### src/rtl/multicycle_function_unit_if.sv
// rtl/multicycle_function_unit_if.sv - operand/result bundle between register file, control and execute unit
interface multicycle_function_unit_if #(
  parameter int WIDTH = 16
) ();
  logic             start;
  logic [WIDTH-1:0] A;
  logic [WIDTH-1:0] B;
  logic [3:0]       FS;
  logic [2:0]       DA_in;
  logic [WIDTH-1:0] F;
  logic [2:0]       DA_out;
  logic             W;
  logic             done;
  logic             busy;
  logic             V;
  logic             C;
  logic             N;
  logic             Z;

  modport master (
    output start, A, B, FS, DA_in,
    input  F, DA_out, W, done, busy, V, C, N, Z
  );

  modport slave (
    input  start, A, B, FS, DA_in,
    output F, DA_out, W, done, busy, V, C, N, Z
  );
endinterface

### src/rtl/multicycle_function_unit.sv
// rtl/multicycle_function_unit.sv - execute stage: single-cycle ALU, iterative shifts and shift-add multiply
module multicycle_function_unit #(
  parameter int WIDTH = 16
) (
  input  logic                    clock,
  input  logic                    reset,
  multicycle_function_unit_if.slave bus
);

  localparam logic [3:0] FS_MOVA = 4'd0;
  localparam logic [3:0] FS_INC  = 4'd1;
  localparam logic [3:0] FS_ADD  = 4'd2;
  localparam logic [3:0] FS_SUB  = 4'd3;
  localparam logic [3:0] FS_DEC  = 4'd4;
  localparam logic [3:0] FS_AND  = 4'd5;
  localparam logic [3:0] FS_OR   = 4'd6;
  localparam logic [3:0] FS_XOR  = 4'd7;
  localparam logic [3:0] FS_NOT  = 4'd8;
  localparam logic [3:0] FS_MOVB = 4'd9;
  localparam logic [3:0] FS_SHR  = 4'd10;
  localparam logic [3:0] FS_SHL  = 4'd11;
  localparam logic [3:0] FS_MUL  = 4'd12;

  typedef enum logic {IDLE, EXEC} state_t;

  state_t state, state_next;
  logic   accept, finish;

  logic [WIDTH-1:0] a_q, b_q, hi_q;
  logic [3:0]       fs_q;
  logic [2:0]       da_q;
  logic [4:0]       count_q;
  logic             shift_c_q;
  logic [4:0]       load_count;

  logic [WIDTH-1:0] f_q;
  logic [2:0]       da_out_q;
  logic             v_q, c_q, n_q, z_q, done_q;

  logic [WIDTH-1:0] add_y;
  logic             add_cin;
  logic [WIDTH:0]   arith_sum;
  logic [WIDTH:0]   mul_sum;
  logic [WIDTH-1:0] res_f;
  logic             res_c, res_v;

  always_ff @(posedge clock or negedge reset) begin
    if (!reset) state <= IDLE;
    else        state <= state_next;
  end

  always_comb begin
    state_next = state;
    accept     = 1'b0;
    finish     = 1'b0;
    case (state)
      IDLE: begin
        if (bus.start) begin
          accept     = 1'b1;
          state_next = EXEC;
        end
      end
      EXEC: begin
        if (count_q == 5'd0) begin
          finish     = 1'b1;
          state_next = IDLE;
        end
      end
      default: state_next = IDLE;
    endcase
  end

  always_comb begin
    load_count = 5'd0;
    case (bus.FS)
      FS_SHR, FS_SHL: load_count = {1'b0, bus.B[3:0]};
      FS_MUL:         load_count = 5'd16;
      default:        load_count = 5'd0;
    endcase
  end

  // INC/ADD/SUB/DEC share one adder; SUB is A + ~B + 1 so carry=1 means no borrow
  always_comb begin
    add_y   = '0;
    add_cin = 1'b0;
    case (fs_q)
      FS_INC: add_cin = 1'b1;
      FS_ADD: add_y   = b_q;
      FS_SUB: begin
        add_y   = ~b_q;
        add_cin = 1'b1;
      end
      FS_DEC: add_y   = '1;
      default: begin
        add_y   = '0;
        add_cin = 1'b0;
      end
    endcase
  end

  assign arith_sum = {1'b0, a_q} + {1'b0, add_y} + {{WIDTH{1'b0}}, add_cin};

  // Multiply keeps the partial product as {hi_q, b_q}; the multiplier drains out of b_q's low end
  assign mul_sum = {1'b0, hi_q} + (b_q[0] ? {1'b0, a_q} : {(WIDTH+1){1'b0}});

  always_comb begin
    res_f = '0;
    res_c = 1'b0;
    res_v = 1'b0;
    case (fs_q)
      FS_MOVA: res_f = a_q;
      FS_INC, FS_ADD, FS_SUB, FS_DEC: begin
        res_f = arith_sum[WIDTH-1:0];
        res_c = arith_sum[WIDTH];
        res_v = (a_q[WIDTH-1] == add_y[WIDTH-1]) && (arith_sum[WIDTH-1] != a_q[WIDTH-1]);
      end
      FS_AND:  res_f = a_q & b_q;
      FS_OR:   res_f = a_q | b_q;
      FS_XOR:  res_f = a_q ^ b_q;
      FS_NOT:  res_f = ~a_q;
      FS_MOVB: res_f = b_q;
      FS_SHR, FS_SHL: begin
        res_f = a_q;
        res_c = shift_c_q;
      end
      FS_MUL: begin
        res_f = b_q;
        res_c = |hi_q;
      end
      default: res_f = '0;
    endcase
  end

  always_ff @(posedge clock or negedge reset) begin
    if (!reset) begin
      a_q       <= '0;
      b_q       <= '0;
      hi_q      <= '0;
      fs_q      <= '0;
      da_q      <= '0;
      count_q   <= '0;
      shift_c_q <= 1'b0;
      f_q       <= '0;
      da_out_q  <= '0;
      v_q       <= 1'b0;
      c_q       <= 1'b0;
      n_q       <= 1'b0;
      z_q       <= 1'b0;
      done_q    <= 1'b0;
    end else begin
      done_q <= finish;
      if (accept) begin
        a_q       <= bus.A;
        b_q       <= bus.B;
        fs_q      <= bus.FS;
        da_q      <= bus.DA_in;
        hi_q      <= '0;
        shift_c_q <= 1'b0;
        count_q   <= load_count;
      end else if (state == EXEC && count_q != 5'd0) begin
        count_q <= count_q - 5'd1;
        case (fs_q)
          FS_SHR: begin
            a_q       <= a_q >> 1;
            shift_c_q <= a_q[0];
          end
          FS_SHL: begin
            a_q       <= a_q << 1;
            shift_c_q <= a_q[WIDTH-1];
          end
          FS_MUL: begin
            hi_q <= mul_sum[WIDTH:1];
            b_q  <= {mul_sum[0], b_q[WIDTH-1:1]};
          end
          default: begin
            a_q <= a_q;
          end
        endcase
      end
      if (finish) begin
        f_q      <= res_f;
        da_out_q <= da_q;
        v_q      <= res_v;
        c_q      <= res_c;
        n_q      <= res_f[WIDTH-1];
        z_q      <= (res_f == '0);
      end
    end
  end

  assign bus.F      = f_q;
  assign bus.DA_out = da_out_q;
  assign bus.W      = done_q;
  assign bus.done   = done_q;
  assign bus.busy   = (state == EXEC);
  assign bus.V      = v_q;
  assign bus.C      = c_q;
  assign bus.N      = n_q;
  assign bus.Z      = z_q;

endmodule

### src/flat_wrapper.sv
// flat-port wrapper written by rule: the top's interface ports become plain ports
module multicycle_function_unit_flat 
#(
  parameter int WIDTH = 16
)
  (clock, reset, bus_start, bus_A, bus_B, bus_FS, bus_DA_in, bus_F, bus_DA_out, bus_W, bus_done, bus_busy, bus_V, bus_C, bus_N, bus_Z);
  multicycle_function_unit_if #(.WIDTH(WIDTH)) bus_i ();
  input  logic clock;
  input  logic reset;
  input wire logic [$bits(bus_i.start)-1:0] bus_start;
  input wire logic [$bits(bus_i.A)-1:0] bus_A;
  input wire logic [$bits(bus_i.B)-1:0] bus_B;
  input wire logic [$bits(bus_i.FS)-1:0] bus_FS;
  input wire logic [$bits(bus_i.DA_in)-1:0] bus_DA_in;
  output wire logic [$bits(bus_i.F)-1:0] bus_F;
  output wire logic [$bits(bus_i.DA_out)-1:0] bus_DA_out;
  output wire logic [$bits(bus_i.W)-1:0] bus_W;
  output wire logic [$bits(bus_i.done)-1:0] bus_done;
  output wire logic [$bits(bus_i.busy)-1:0] bus_busy;
  output wire logic [$bits(bus_i.V)-1:0] bus_V;
  output wire logic [$bits(bus_i.C)-1:0] bus_C;
  output wire logic [$bits(bus_i.N)-1:0] bus_N;
  output wire logic [$bits(bus_i.Z)-1:0] bus_Z;
  assign bus_i.start = bus_start;
  assign bus_i.A = bus_A;
  assign bus_i.B = bus_B;
  assign bus_i.FS = bus_FS;
  assign bus_i.DA_in = bus_DA_in;
  assign bus_F = bus_i.F;
  assign bus_DA_out = bus_i.DA_out;
  assign bus_W = bus_i.W;
  assign bus_done = bus_i.done;
  assign bus_busy = bus_i.busy;
  assign bus_V = bus_i.V;
  assign bus_C = bus_i.C;
  assign bus_N = bus_i.N;
  assign bus_Z = bus_i.Z;
  multicycle_function_unit #(.WIDTH(WIDTH)) u_core (.clock(clock), .reset(reset), .bus(bus_i));
endmodule
### config.mk
export PLATFORM = sky130hd
export DESIGN_NAME = multicycle_function_unit_flat
export DESIGN_NICKNAME = d
export VERILOG_FILES = /design/src/rtl/multicycle_function_unit_if.sv /design/src/rtl/multicycle_function_unit.sv /design/src/flat_wrapper.sv
export SDC_FILE = /design/constraint.sdc
export NUM_CORES = 1
export LEC_CHECK = 0
export ABC_CLOCK_PERIOD_IN_PS = 5100
export CAP_MARGIN = 20
export CORE_MARGIN = 3
export CORE_UTILIZATION = 45
export CTS_CLUSTER_DIAMETER = 120
export DETAILED_ROUTE_END_ITERATION = 8
export PLACE_DENSITY_LB_ADDON = 0.1
export SLEW_MARGIN = 25
export SYNTH_ARGS = -nofsm -noshare
export SYNTH_HDL_FRONTEND = slang
export SYNTH_SLANG_ARGS = --single-unit
### constraint.sdc
create_clock -name clock -period 5.1 [get_ports clock]
set_clock_uncertainty 0.2 [all_clocks]
set_input_delay 0.765 -clock clock [delete_from_list [all_inputs] [get_ports clock]]
set_output_delay 0.765 -clock clock [all_outputs]
set_load 0.1 [all_outputs]
==> results of run 1 <==
state kept, by name, indices dropped and copies added (netlist names):
register           flops
u_core.bus.V           1
u_core.hi_q           16
u_core.da_q            3
u_core.b_q            16
u_core.bus.F          16
u_core.bus.Z           1
u_core.count_q         5
u_core.bus.W           1
u_core.bus.DA_out      3
u_core.shift_c_q       1
u_core.fs_q            4
u_core.bus.busy        1
u_core.a_q            16
u_core.bus.C           1
power breakdown:
part	switching (mW)	total [mW]	internal [mW]
sequential	0.395	1.33	0.936
clock	0.298	0.681	0.384
combinational	2.31	3.56	1.26
worst max-delay path by stage:
stage	startpoint	to	slack, ps	cells after the start
floorplan	u_core.fs_q[1]	u_core.bus.Z	1070	15
CTS	u_core.fs_q[2]	u_core.bus.Z	770	16
detailed placement	u_core.fs_q[2]	u_core.bus.Z	790	16
global route	u_core.fs_q[2]	u_core.bus.Z	400	16
global placement	u_core.fs_q[2]	u_core.bus.Z	950	15
finish	u_core.fs_q[2]	u_core.bus.Z	700	16
layout by cell type (no fill, tap or decap), types with 10 or more instances in the layout:
master | synthesis | final
sky130_fd_sc_hd__xnor2_1 | 19 | 19
sky130_fd_sc_hd__a21oi_1 | 82 | 80
sky130_fd_sc_hd__dfrtp_1 | 85 | 85
sky130_fd_sc_hd__a211oi_1 | 11 | 11
sky130_fd_sc_hd__a22o_1 | 11 | 11
sky130_fd_sc_hd__mux2i_1 | 11 | 11
sky130_fd_sc_hd__nand3_1 | 15 | 14
sky130_fd_sc_hd__clkdlybuf4s50_1 | 0 | 66
sky130_fd_sc_hd__buf_4 | 3 | 12
sky130_fd_sc_hd__nand2_1 | 138 | 138
sky130_fd_sc_hd__o22ai_1 | 10 | 10
sky130_fd_sc_hd__nor3_1 | 12 | 12
sky130_fd_sc_hd__inv_1 | 44 | 44
sky130_fd_sc_hd__ha_1 | 65 | 65
sky130_fd_sc_hd__xor2_1 | 24 | 24
sky130_fd_sc_hd__a31oi_1 | 16 | 16
sky130_fd_sc_hd__o21ai_0 | 43 | 43
sky130_fd_sc_hd__nor2_1 | 118 | 118
metrics by stage:
step / power, mW / utilization [%]
6_report: 5.58 / 54.2
5_1_grt: 6.04 / 54.2
4_1_cts: 5.57 / 54.2
3_5_place_dp: 4.86 / 52.2
3_3_place_gp: 4.79 / 52.1
2_1_floorplan: 3.95 / -
cells by family (layout without fill, tap and decap cells):
family	after synthesis	after routing	synth area share (%)
simple gates	325	325	20.2
compound gates	253	253	23.7
buf+inv	97	141	5.72
fa+ha+maj	68	68	12.5
flops	85	85	30.5
xor+xnor	43	43	5.40
mux	13	13	1.96
area by class of cell:
| class | instances | area, um2 |
|---|---|---|
| multi-input combinational | 702 | 4470 |
| timing repair buffer | 79 | 762 |
| clock buffer | 10 | 229 |
| sequential | 85 | 2130 |
| clock inverter | 6 | 68.8 |
| fill | 1405 | 6810 |
| inverter | 46 | 173 |
| tap | 184 | 230 |
routing by layer:
layer	track usage, %	up-vias	share of wire, %
li1	-	3187	-
met1	35.1	3120	46
met2	39.7	211	46
met3	3.86	37	5.7
met4	7.92	0	2.4
met5	0	-	0
==> impl_summary.txt, run 1 <==
----------------------------------------------------
[Logic synthesis]
  Flop and latch count out of synthesis ... 85
  Cell taking the most area after synthesis ... sky130_fd_sc_hd__dfrtp_1
  Mean area per synthesized cell ... 7.89 um2
  Part of the Yosys area used for sequential elements ... 30.5%
  Post-synth design cell area ... 6980 um2
  Net Count, Synth ... 994
  Yosys warnings ... 0
  Netlist cell types ... 76
  Yosys top cell area share ... 30.5%
  Area contributors post-synth ... sky130_fd_sc_hd__dfrtp_1 30%, sky130_fd_sc_hd__ha_1 12%, sky130_fd_sc_hd__nand2_1 7.4%
  Cell types with the highest counts after synthesis ... 138 x sky130_fd_sc_hd__nand2_1, 118 x sky130_fd_sc_hd__nor2_1, 85 x sky130_fd_sc_hd__dfrtp_1
  Gate Count Post-Synth ... 884
  FFs w/ async S/R, synth ... 100%
  EDFF count, synth ... 0
  Primary FF master, synth ... sky130_fd_sc_hd__dfrtp_1
  Most used standard cell by instance count after synthesis ... sky130_fd_sc_hd__nand2_1

[Layout]
  Post-route cell area ... 8060 um2
  NumNets Final ... 1033
  Layout overhead on the synthesized area ... 15.5%
  Antenna fix cells ... 0
  Share of final-layout standard cells stronger than drive strength 1 ... 5.50%
  Non-filler cells in the finished layout ... 1112

[Critical path]
  Max FO, Critical Path ... 18
  Startpoint of the most critical register-to-register path ... u_core.fs_q[2]
  Ordered list of cells on the worst path ... inv_1 -> nor3_1 -> buf_4 -> a21oi_1 -> or2_2 -> fa_1 -> inv_1 -> fa_1 -> a211oi_1 -> o21ai_1 -> a41oi_1 -> o2111ai_1 -> nand2_1 -> o22ai_1 -> a21oi_1 -> a32o_1
  Worst Reg-to-Reg Cells ... 16
  Reg-to-reg setup timing slack ... 700 ps
  Type of the setup path with the least slack ... reg -> reg
  Family of cells with the greatest summed delay on the critical path ... compound AO/OA/AOI/OAI gates
  Startpoint types ... register
  Maximum cell stage delay along the critical path ... 760 ps
  Count of buffer and inverter cells on the critical path ... 3
  Required arrival time at the worst endpoint ... 5140 ps
  Slowest cell on crit path ... sky130_fd_sc_hd__dfrtp_1
  Category of the worst setup path capture point ... register
  Worst EP arrival ... 4440 ps
  Reg-to-reg endpoint ... u_core.bus.Z

[Die]
  Die height ... 131 um
  Initial core utilization ... 46.9%
  Chip width ... 131 um
  Die Area ... 17000 um2
  Rows ... 44
  Area inside the core boundary ... 14900 um2
  Number of placed I/O pins ... 68

[Run status]
  Run status ... finished clean

[Placed design]
  Worst-case setup slack after placement ... 787 ps
  I/O Buffers ... 67
  Detailed placement HPWL ... 15300 um
  Area of placed instances ... 7760 um2
  Routability congestion estimate from global placement ... 0.911
  Placed instance count ... 1096

[Routing]
  Mean number of vias per cell ... 5.89
  Violation count after the first detailed-route iteration ... 599
  Antenna Nets Post-Route ... 0
  Per-cell routed wire length ... 18.5 um
  DR vias ... 6555
  Number of optimization iterations in the first detailed-route pass ... 5
  Post-detailed-route DRC marker count ... 0
  Total wire length after detailed routing ... 20600 um

[Global routing]
  Global route overflow ... 0
  First-pass GRT wire length ... 33400 um
  Vias in the first global route ... 6214
  Number of antenna violations at the first check in global routing ... 0
  Total global-route track usage ... 25.0%
  Largest net degree at the start of global routing ... 86

[Timing]
  Upper clock frequency limit ... 227 MHz
  Worst hold margin ... 242 ps
  Crit path time final ... 4400 ps
  Final cycle utilization of the critical path ... 86.3%
  Final number of hold-violating endpoints ... 0
  Slew Limit Fails ... 0
  Worst-case setup margin in the final layout ... 698 ps
  Number of setup violations in the final report ... 0
  Transition time at the pin with the least slew margin ... 1000 ps
  RSZ-0062 raised after global routing ... false
  Tightest slew margin relative to the limit ... 33.0%
  Sum Neg Setup Slack ... 0 ps

[Clock tree]
  TritonCTS clock tree ... yes
  Max clock buf depth ... 2
  Count of hold-fix buffers inserted at cts ... 0
  CTS root buf ... sky130_fd_sc_hd__clkbuf_16
  Post-cts sizing count ... 0
  TritonCTS Buffers ... 9
  H-tree levels ... 3
  Total setup buffers inserted after CTS ... 0
  Clock sinks ... 85
  Worst-path clk slew ... 60 ps
  Insertion delay of the later-clocked pin in the worst-skew pair ... 350 ps

[Pwr]
  Peak supply drop ... 0.270 mV
  Power per standard cell area ... 692 nW/um2
  Leak Pwr ... 3.66 nW

[Worst hold path]
  Type of the worst min-delay path ... in -> async

[Job]
  Number of violations of the max-capacitance limit ... 0

----------------------------------------------------
Power figures use the tool's default switching activity.
==> run 2: changes to the inputs <==
Settings changed: GPL_TIMING_DRIVEN set to 0, RECOVER_POWER set to 100.
==> run 2 against run 1 <==
Against the previous run:
- the run now ends with capacitance limit, slew limit left
- total power down 0.59%
- cell count up 3.5%
- design area up 1.0%
- sequential share of layout area down 0.27 points
- utilization up 0.56 points
- worst setup slack worse by 310 ps
==> impl_summary.txt, run 2 (synthesis results as in run 1) <==
----------------------------------------------------
[Clock tree]
  CTS root buf ... sky130_fd_sc_hd__clkbuf_16 (unchanged)
  Total setup buffers inserted after CTS ... 0 (unchanged)
  Worst-path clk slew ... 70 ps (was 60 ps)
  Insertion delay of the later-clocked pin in the worst-skew pair ... 350 ps (about the same)
  H-tree levels ... 3 (unchanged)
  Clock sinks ... 85 (unchanged)
  Max clock buf depth ... 2 (unchanged)
  TritonCTS clock tree ... yes (unchanged)
  TritonCTS Buffers ... 9 (unchanged)

[Critical path]
  Reg-to-reg setup timing slack ... 390 ps (was 700 ps)
  Worst EP arrival ... 4740 ps (was 4440 ps)
  Maximum cell stage delay along the critical path ... 470 ps (was 760 ps)
  Type of the setup path with the least slack ... reg -> reg (unchanged)
  Worst Reg-to-Reg Cells ... 15 (was 16)
  Startpoint types ... register (unchanged)
  Slowest cell on crit path ... sky130_fd_sc_hd__nor3_2 (was sky130_fd_sc_hd__dfrtp_1)
  Ordered list of cells on the worst path ... buf_2 -> buf_2 -> nor3_2 -> clkbuf_1 -> a21oi_1 -> nor2_1 -> ha_1 -> a2111oi_0 -> o21ai_1 -> a41oi_1 -> o21ai_0 -> xnor2_1 -> o221ai_1 -> nor3_1 -> a32o_1 (was inv_1 -> nor3_1 -> buf_4 -> a21oi_1 -> or2_2 -> fa_1 -> inv_1 -> fa_1 -> a211oi_1 -> o21ai_1 -> a41oi_1 -> o2111ai_1 -> nand2_1 -> o22ai_1 -> a21oi_1 -> a32o_1)
  Family of cells with the greatest summed delay on the critical path ... compound AO/OA/AOI/OAI gates (unchanged)
  Startpoint of the most critical register-to-register path ... u_core.fs_q[1] (was u_core.fs_q[2])
  Worst Setup SP ... u_core.fs_q[1] (was u_core.fs_q[2])
  Number of cells on the critical path ... 15 (was 16)
  Max FO, Critical Path ... 10 (was 18)
  Count of buffer and inverter cells on the critical path ... 3 (unchanged)
  Reg-to-reg endpoint ... u_core.bus.Z (unchanged)
  Required arrival time at the worst endpoint ... 5130 ps (was 5140 ps)
  Cell repeated most along the worst path ... sky130_fd_sc_hd__buf_2
  Capturing instance or port of the critical path ... u_core.bus.Z (unchanged)
  Category of the worst setup path capture point ... register (unchanged)

[Die]
  Initial core utilization ... 46.9% (unchanged)
  Die Area ... 17000 um2 (unchanged)
  Number of placed I/O pins ... 68 (unchanged)
  Die height ... 131 um (unchanged)
  Area inside the core boundary ... 14900 um2 (unchanged)
  Rows ... 44 (unchanged)
  Chip width ... 131 um (unchanged)

[Timing]
  Worst-case setup margin in the final layout ... 391 ps (was 698 ps)
  RSZ-0062 raised after global routing ... false (unchanged)
  Tightest slew margin relative to the limit ... -48.5% (was 33.0%)
  Upper clock frequency limit ... 212 MHz (was 227 MHz)
  Sum Neg Setup Slack ... 0 ps (unchanged)
  Number of setup violations in the final report ... 0 (unchanged)
  Slew Limit Fails ... 88 (was 0)
  Final number of hold-violating endpoints ... 0 (unchanged)
  Worst hold margin ... 264 ps (was 242 ps)
  Final cycle utilization of the critical path ... 92.3% (was 86.3%)
  Transition time at the pin with the least slew margin ... 2230 ps (was 1000 ps)
  Crit path time final ... 4710 ps (was 4400 ps)

[Layout]
  NumNets Final ... 1073 (was 1033)
  Most frequent standard cell in the layout excluding fill and tap cells ... sky130_fd_sc_hd__nand2_1 (unchanged)
  Filler cells ... 1461 (was 1405)
  Share of the core filled with cells in the final layout ... 54.8% (was 54.2%)
  Commonest cells after routing, fill and taps aside ... 138 x sky130_fd_sc_hd__nand2_1, 118 x sky130_fd_sc_hd__nor2_1, 85 x sky130_fd_sc_hd__dfrtp_1 (unchanged)
  Layout overhead on the synthesized area ... 16.7% (was 15.5%)
  Area of combinational cells with multiple inputs ... 4440 um2 (was 4470 um2)
  Share of final-layout standard cells stronger than drive strength 1 ... 4.96% (was 5.50%)
  Combined flip-flop and latch cell area ... 2130 um2 (unchanged)
  Antenna fix cells ... 0 (unchanged)

[Pwr]
  Power per standard cell area ... 681 nW/um2 (was 692 nW/um2)
  Leak Pwr ... 3.73 nW (was 3.66 nW)
  Overall power after layout ... 5.54 mW (was 5.58 mW)
  Peak supply drop ... 0.306 mV (was 0.270 mV)

[Placed design]
  I/O Buffers ... 67 (unchanged)
  Worst-case setup slack after placement ... 217 ps (was 787 ps)
  Routability congestion estimate from global placement ... 0.923 (was 0.911)
  Detailed placement HPWL ... 16700 um (was 15300 um)

[Global routing]
  Largest net degree at the start of global routing ... 49 (was 86)
  Vias in the first global route ... 6178 (was 6214)
  Global route overflow ... 0 (unchanged)
  Number of antenna violations at the first check in global routing ... 0 (unchanged)
  First-pass GRT wire length ... 33700 um (was 33400 um)
  Total global-route track usage ... 25.5% (was 25.0%)

[Routing]
  Violation count after the first detailed-route iteration ... 530 (was 599)
  Antenna Nets Post-Route ... 0 (unchanged)
  Mean number of vias per cell ... 5.79 (was 5.89)
  Per-cell routed wire length ... 18.5 um (about the same)
  Total wire length after detailed routing ... 21300 um (was 20600 um)
  Number of optimization iterations in the first detailed-route pass ... 5 (unchanged)
  Post-detailed-route DRC marker count ... 0 (unchanged)
  DR vias ... 6670 (was 6555)

[Job]
  Number of violations of the max-capacitance limit ... 2 (was 0)

[Worst hold path]
  Type of the worst min-delay path ... reg -> reg (was in -> async)

[Run status]
  Run status ... finished, violations left (was finished clean)
  Violations in the final reports ... capacitance limit, slew limit

----------------------------------------------------
run 2: changes by cell type in the layout (fill, tap and decap cells not counted), moves of 9 or more:
cell,change
sky130_fd_sc_hd__clkbuf_1,+32
sky130_fd_sc_hd__clkdlybuf4s50_1,-27
sky130_fd_sc_hd__dlygate4sd3_1,+27
sky130_fd_sc_hd__buf_2,+13
sky130_fd_sc_hd__buf_4,-9
run 2: worst min path at each step:
| stage | from | endpoint | slack [ps] | depth (start not counted) |
|---|---|---|---|---|
| final | u_core.bus.F[5] | u_core.bus.F[5] | 260 | 2 |
| after global routing | u_core.bus.DA_out[2] | u_core.bus.DA_out[2] | 290 | 2 |
| after CTS | reset | u_core.a_q[2] | 130 | 1 |
| after detailed placement | u_core.da_q[1] | u_core.bus.DA_out[1] | 250 | 2 |
| after global placement | u_core.da_q[1] | u_core.bus.DA_out[1] | 250 | 2 |
| after floorplan | u_core.da_q[0] | u_core.bus.DA_out[0] | 240 | 2 |
run 2: timing repair:
item	in CTS	in global routing
endpoints found under the setup margin	0	3
gates resized for setup	0	1
hold buffers	0	0
run 2: through the flow:
step	instances	area (um2)
global placement	1135	7880
floorplan	884	6980
CTS	1151	8180
global route	1151	8140
detailed placement	1136	7910
finish	1151	8140
run 2: layout make-up:
| cell class | instances | area share [%] |
|---|---|---|
| Clock buffer | 9 | 2.77 |
| Timing Repair Buffer | 68 | 8.31 |
| Inverter | 46 | 2.12 |
| Sequential cell | 85 | 26.1 |
| Clock inverter | 6 | 0.599 |
| Buffer | 51 | 2.78 |
| Tap cell | 184 | 2.83 |
| Multi-Input combinational cell | 702 | 54.5 |
run 2: worst min-delay path, delay by kind of cell (launching register included):
kind | cells | cell delay [ps]
flip-flops | 1 | 330
AND/OR/NAND/NOR | 2 | 100
run 2: where the power goes:
| group | internal [mW] | switching [mW] |
|---|---|---|
| clock network | 0.330 | 0.284 |
| logic | 1.25 | 2.40 |
| registers | 0.938 | 0.338 |
| total | 2.52 | 3.03 |
run 2: layer usage:
layer / track usage [%] / routed length [um] / vias to the layer above
li1: - / - / 3271
met5: 0 / 0 / -
met4: 7.92 / 628 / 0
met1: 35.2 / 9670 / 3117
met2: 41.1 / 9720 / 240
met3: 4.35 / 1250 / 42
==> run 3: changes to the inputs <==
Settings changed: CTS_BUF_LIST set to sky130_fd_sc_hd__clkbuf_16.
==> results of run 3 <==
Final layout, timing and power as in run 2 (identical DEF).
